## config.mk

```make
export PLATFORM = sky130hd
export DESIGN_NAME = pc_address_path
export DESIGN_NICKNAME = d
export VERILOG_FILES = /design/src/rtl/pc_address_path.sv
export SDC_FILE = /design/constraint.sdc
export NUM_CORES = 1
export LEC_CHECK = 0
export CAP_MARGIN = 20
export CORE_ASPECT_RATIO = 0.9
export CORE_MARGIN = 4
export CORE_UTILIZATION = 29
export CTS_BUF_LIST = sky130_fd_sc_hd__clkbuf_4 sky130_fd_sc_hd__clkbuf_8
export CTS_CLUSTER_DIAMETER = 60
export DETAILED_ROUTE_END_ITERATION = 10
export PLACE_DENSITY = 0.86
export SETUP_SLACK_MARGIN = 0.1
export SYNTH_ARGS = -nofsm -noshare
export SYNTH_HDL_FRONTEND = slang
export SYNTH_SLANG_ARGS = --single-unit
```

## constraint.sdc

```tcl
create_clock -name clk_i -period 1.7 [get_ports clk_i]
set_clock_uncertainty 0.2 [all_clocks]
set_input_delay 0.425 -clock clk_i [delete_from_list [all_inputs] [get_ports clk_i]]
set_output_delay 0.425 -clock clk_i [all_outputs]
set_load 0.05 [all_outputs]
```

## src/rtl/pc_address_path.sv

```systemverilog
// Fetch-side address datapath: PC-source mux, falling-edge program counter,
// and address-source mux feeding the external MAR.
module pc_address_path #(
    parameter int                    DATA_WIDTH   = 8,
    parameter logic [DATA_WIDTH-1:0] RESET_VECTOR = 8'hFF
) (
    input  logic                  clk_i,
    input  logic                  reset_i,
    input  logic [2:0]            pc_src_i,
    input  logic [DATA_WIDTH-1:0] pc_d0_i,
    input  logic [DATA_WIDTH-1:0] pc_d1_i,
    input  logic [DATA_WIDTH-1:0] pc_d3_i,
    input  logic                  ld_ni,
    input  logic                  inc_ni,
    input  logic [1:0]            addr_src_i,
    input  logic [DATA_WIDTH-1:0] addr_d1_i,
    input  logic [DATA_WIDTH-1:0] addr_d2_i,
    input  logic [DATA_WIDTH-1:0] addr_d3_i,
    output logic [DATA_WIDTH-1:0] pc_next_o,
    output logic [DATA_WIDTH-1:0] pc_o,
    output logic [DATA_WIDTH-1:0] addr_o
);

    localparam logic [DATA_WIDTH-1:0] ZERO_W = {DATA_WIDTH{1'b0}};
    localparam logic [DATA_WIDTH-1:0] ONE_W  = {{(DATA_WIDTH-1){1'b0}}, 1'b1};

    logic [DATA_WIDTH-1:0] pc_next_s;
    logic [DATA_WIDTH-1:0] pc_d;
    logic [DATA_WIDTH-1:0] pc_q;
    logic [DATA_WIDTH-1:0] addr_s;

    // PC-source mux; unused selects drive zeros so the output is never X.
    always_comb begin
        pc_next_s = ZERO_W;
        case (pc_src_i)
            3'd0:    pc_next_s = pc_d0_i;
            3'd1:    pc_next_s = pc_d1_i;
            3'd2:    pc_next_s = RESET_VECTOR;
            3'd3:    pc_next_s = pc_d3_i;
            default: pc_next_s = ZERO_W;
        endcase
    end

    // Next PC: load has priority over increment; increment wraps naturally.
    always_comb begin
        pc_d = pc_q;
        if (!ld_ni) begin
            pc_d = pc_next_s;
        end else if (!inc_ni) begin
            pc_d = pc_q + ONE_W;
        end else begin
            pc_d = pc_q;
        end
    end

    // PC register: acts on the falling edge so the control unit can set up after the rising edge.
    always_ff @(negedge clk_i or posedge reset_i) begin
        if (reset_i) begin
            pc_q <= ZERO_W;
        end else begin
            pc_q <= pc_d;
        end
    end

    // Address-source mux toward the MAR.
    always_comb begin
        addr_s = pc_q;
        case (addr_src_i)
            2'd0:    addr_s = pc_q;
            2'd1:    addr_s = addr_d1_i;
            2'd2:    addr_s = addr_d2_i;
            2'd3:    addr_s = addr_d3_i;
            default: addr_s = pc_q;
        endcase
    end

    assign pc_next_o = pc_next_s;
    assign pc_o      = pc_q;
    assign addr_o    = addr_s;

endmodule

```

==> results_dict.tcl, run 1 <==
set metrics [dict create \
    synthTopCellsByArea "dfrtn_1, mux4_2, mux2i_1, a211oi_1, mux2_2" \
    failed_stage "global routing" \
    yosysWarnings 0 \
    cts_buffers 3 \
    grt_max_degree 9 \
    postSynthAreaPerCell_sq_um 11.0 \
    place_ws_ns -1.33 \
    yosysTopAreaCell "dfrtn_1" \
    synth_top_cell_area_share_pct 22.5 \
    root_buffer "clkbuf_4" \
    synth_flop_cell "dfrtn_1" \
    worst-endpoint-pin-kind "primary output" \
    async_flop_share_pct 100 \
    io_pins 81 \
    gp_congestion 0.743 \
    syn-num-nets 139 \
    synth-seq-cells 8 \
    dieWidth_microns 66.4 \
    dieHeight_microns 60.6 \
    synthTopCellsByCount "mux2i_1, dfrtn_1, mux4_2, nor3_1, a211oi_1" \
    dp_hpwl_microns 3820 \
    yosysSeqAreaShare_pct 22.5 \
    rows 18 \
    portBuffers 80 \
    clock-sinks 8 \
    post-synth-top-count-cell "mux2i_1" \
    synthDistinctLibCells 30 \
    htree_levels 1 \
    synth_area_sq_um 891 \
    clock_path_buffers 2 \
    postGrtWorstEndpoint "addr_o[3]" \
    start_util_pct 31.4 \
    synth_edf_count 0 \
    netlist_instances 81 \
    cts_hold_buf 0 \
    first-error "[ERROR DPL-0038] Utilization greater than 100%, impossible to legalize" \
    outcome "aborted with a tool error" \
]
cells by family after synthesis:
logic type	after synthesis	share of synthesized area (%)
adder cells (fa/ha/maj)	1	1.40
buffers and inverters	11	8.29
AO/OA/AOI/OAI	15	15.0
flip-flops	8	22.5
AND/OR/NAND/NOR	21	13.5
XOR/XNOR	4	3.93
multiplexers	21	35.4
through the flow:
step | area (sq um) | instances | hold WS (ns) | utilization, %
CTS | 2660 | 243 | 0.452 | 93.8
global placement | 2340 | 229 | 0.446 | 82.5
detailed placement | 2340 | 229 | 0.457 | 82.5
floorplan | 1120 | 81 | 0.622 | -
timing repair:
| action | 4_1_cts |
|---|---|
| cloned | 3 |
| setup endpoints to repair | 32 |
| resized for setup | 86 |
| buffers inserted | 12 |
| pin swaps | 19 |
==> run 2: changes to the inputs <==
Settings changed: CORE_AREA from default to 4 4 65 67, CORE_ASPECT_RATIO 0.9 to default, CORE_MARGIN 4 to default, CORE_UTILIZATION 29 to default, CTS_BUF_LIST sky130_fd_sc_hd__clkbuf_4 sky130_fd_sc_hd__clkbuf_8 to default, CTS_CLUSTER_DIAMETER 60 to default, DIE_AREA from default to 0 0 69 71, PLACE_DENSITY 0.86 to default, PLACE_DENSITY_LB_ADDON from default to 0.15, SETUP_SLACK_MARGIN 0.1 to default.
Clock period 1.7 ns to 2.2 ns, I/O delays scaled along.
==> run 2 against run 1 <==
Effect of this change:
- synthesized cell count did not move
- the flow now finishes, with violations (setup timing)
- area after synthesis is the same
==> results_dict.tcl, run 2 <==
set metrics [dict create \
    crit_type "reg2out" \
    root_buffer "clkbuf_8" \
    cts_buffers 3 \
    crit_cells 2 \
    dp_hpwl_microns 3190 \
    r2r-start "pc_o[0]" \
    layout_common_cells "clkdlybuf4s50_1, buf_4, buf_6" \
    crit_chain "mux4_2, buf_8" \
    yosysTopAreaCell "dfrtn_1" \
    dp.cells 239 \
    slew_violations 0 \
    finalHoldViolCount 0 \
    drc 0 \
    cp_data_required_time_ns 1.45 \
    finalNonFillerCells 260 \
    maxCapViolations 0 \
    first_global_vias 1384 \
    die_area_sq_um 4900 \
    area_growth_pct 213 \
    netlist_instances 81 \
    postSynthAreaPerCell_sq_um 11.0 \
    portBuffers 80 \
    synth-seq-cells 8 \
    place_area_sq_um 2360 \
    grt_max_degree 11 \
    clock_path_buffers 2 \
    async_flop_share_pct 100 \
    power_frac_clock_pct 14.3 \
    cp_num_buf_inv 1 \
    max_stage_delay_ns 0.49 \
    setup.worst_path.end_class "primary output" \
    worst_slew_pin_slew_ns 0.238 \
    crit_path_max_fanout 2 \
    grt_pass1_wl_microns 6710 \
    grt_setup_unrepaired "true" \
    layout_setup_ws_ns -0.919 \
    critPathLaunchType "flop" \
    swShare_pct 38.6 \
    synthDistinctLibCells 30 \
    p_comb_share_pct 71.3 \
    synth_edf_count 0 \
    wl_per_cell_microns 17.2 \
    synth_area_sq_um 891 \
    violations "setup timing" \
    track_usage_pct 17.1 \
    intPower_mw 0.796 \
    grt.overflow.total 0 \
    antenna_left 0 \
    synth_flop_cell "dfrtn_1" \
    worstSkewPairLatency_ns 0.25 \
    hold_depth 3 \
    rr_worst_depth 7 \
    fill_cells 236 \
    synth_top_cell_area_share_pct 22.5 \
    synthTopCellsByCount "mux2i_1, dfrtn_1, mux4_2, nor3_1, a211oi_1" \
    fin_nets 272 \
    slew_headroom_pct 84.0 \
    drt_wl_total_microns 4460 \
    via_count 1249 \
    setup_violations 32 \
    hold_path_class "reg2reg" \
    post-synth-top-count-cell "mux2i_1" \
    grt_antenna_before_repair 0 \
    gp_congestion 0.774 \
    rrSetupSlack_ns 0.31 \
    dieWidth_microns 69 \
    vias_per_cell 4.80 \
    core_area_sq_um 3630 \
    place_ws_ns -1.17 \
    fin_tns_setup_ns -16.04 \
    io_pins 81 \
    clock-sinks 8 \
    critPathLaunch "pc_o[1]" \
    seq_power_share_pct 14.4 \
    switching_power_mw 0.501 \
    r2r-end "pc_o[4]" \
    path_clk_slew_ns 0.03 \
    synthTopCellsByArea "dfrtn_1, mux4_2, mux2i_1, a211oi_1, mux2_2" \
    ir_drop_mv 0.323 \
    diodes 0 \
    outcome "finished, violations left" \
    p_leak_nw 1.20 \
    rows 22 \
    mostFrequentLayoutCell "clkdlybuf4s50_1" \
    pwr_density_cell_nw_per_um2 466 \
    crit_family "multiplexers" \
    cts_tree "done" \
    htree_levels 1 \
    yosysSeqAreaShare_pct 22.5 \
    crit_path_end "addr_o[1]" \
    cpMaxStageDelayCell "mux4_2" \
    start_util_pct 24.5 \
    drive_above_1_share_pct 58.5 \
    dieHeight_microns 71 \
    yosysWarnings 0 \
    drtIter0Drc 28 \
    cp.arrival_ns 2.37 \
    dr.pass1.iters 4 \
    stdcell_area_sq_um 2790 \
    cts_hold_buf 0 \
    syn-num-nets 139 \
    largest_reg_flops 8 \
]
[run 2: layer usage]
metal / GRT usage [%] / vias to the layer above / wire [microns]
li1: - / 587 / -
met3: 4.55 / 10 / 151
met2: 33.6 / 30 / 2690
met1: 18.3 / 622 / 1520
met5: 0 / - / 0
met4: 3.47 / 0 / 102
[run 2: power groups by stage]
stage          clock network (mW)  registers [mW]  logic (mW)
3_5_place_dp                    0           0.186       0.790
5_1_grt                     0.196           0.189       0.962
4_1_cts                     0.185           0.186       0.870
2_1_floorplan                   0           0.275       0.305
6_report                    0.185           0.187       0.924
3_3_place_gp                    0           0.188       0.778
[run 2: cell families after synthesis]
| kind of cell | count (synthesis) | synth area share (%) |
|---|---|---|
| multiplexers | 21 | 35.4 |
| XOR/XNOR | 4 | 3.93 |
| AND/OR/NAND/NOR | 21 | 13.5 |
| AO/OA/AOI/OAI | 15 | 15.0 |
| flip-flops | 8 | 22.5 |
| adder cells (fa/ha/maj) | 1 | 1.40 |
| buffers and inverters | 11 | 8.29 |
[run 2: worst min-delay path by stage]
stage                    to  slack (ns)    start
CTS                 pc_o[6]        0.46  pc_o[6]
finish              pc_o[6]        0.44  pc_o[6]
global placement    pc_o[6]        0.46  pc_o[6]
floorplan           pc_o[6]        0.62  pc_o[6]
global route        pc_o[6]        0.51  pc_o[6]
detailed placement  pc_o[6]        0.46  pc_o[6]
[run 2: worst reg2reg max path, delay by kind of cell (launching register included)]
| kind | cells | cell delay, ns |
|---|---|---|
| xor+xnor | 1 | 0.19 |
| fa+ha+maj | 1 | 0.16 |
| buf+inv | 3 | 0.34 |
| flops | 1 | 0.43 |
| mux | 1 | 0.26 |
| simple gates | 1 | 0.15 |
[run 2: what timing repair did]
action / in CTS / in global routing
resized for setup: 86 / 15
endpoints found under the setup margin: 32 / 32
cloned: 2 / 0
pin swaps: 18 / 7
setup buffers: 14 / 12
[run 2: cell type report]
cell class	instances	area, sq um	share of cell area [%]
Clock buffer	3	41.3	1.48
Inverter	3	11.3	0.404
Multi-Input combinational cell	62	896	32.2
Sequential cell	8	200	7.19
Tap cell	48	60.1	2.16
Timing Repair Buffer	136	1580	56.6
[run 2: through the flow]
stage	total power [mW]	utilization [%]	hold WS (ns)
after global placement	0.966	65.1	0.462
final	1.30	76.7	0.443
after floorplan	0.580	-	0.622
after CTS	1.24	74.0	0.464
after global routing	1.35	76.7	0.515
after detailed placement	0.976	65.1	0.462
(Power assumes the default switching activity.)
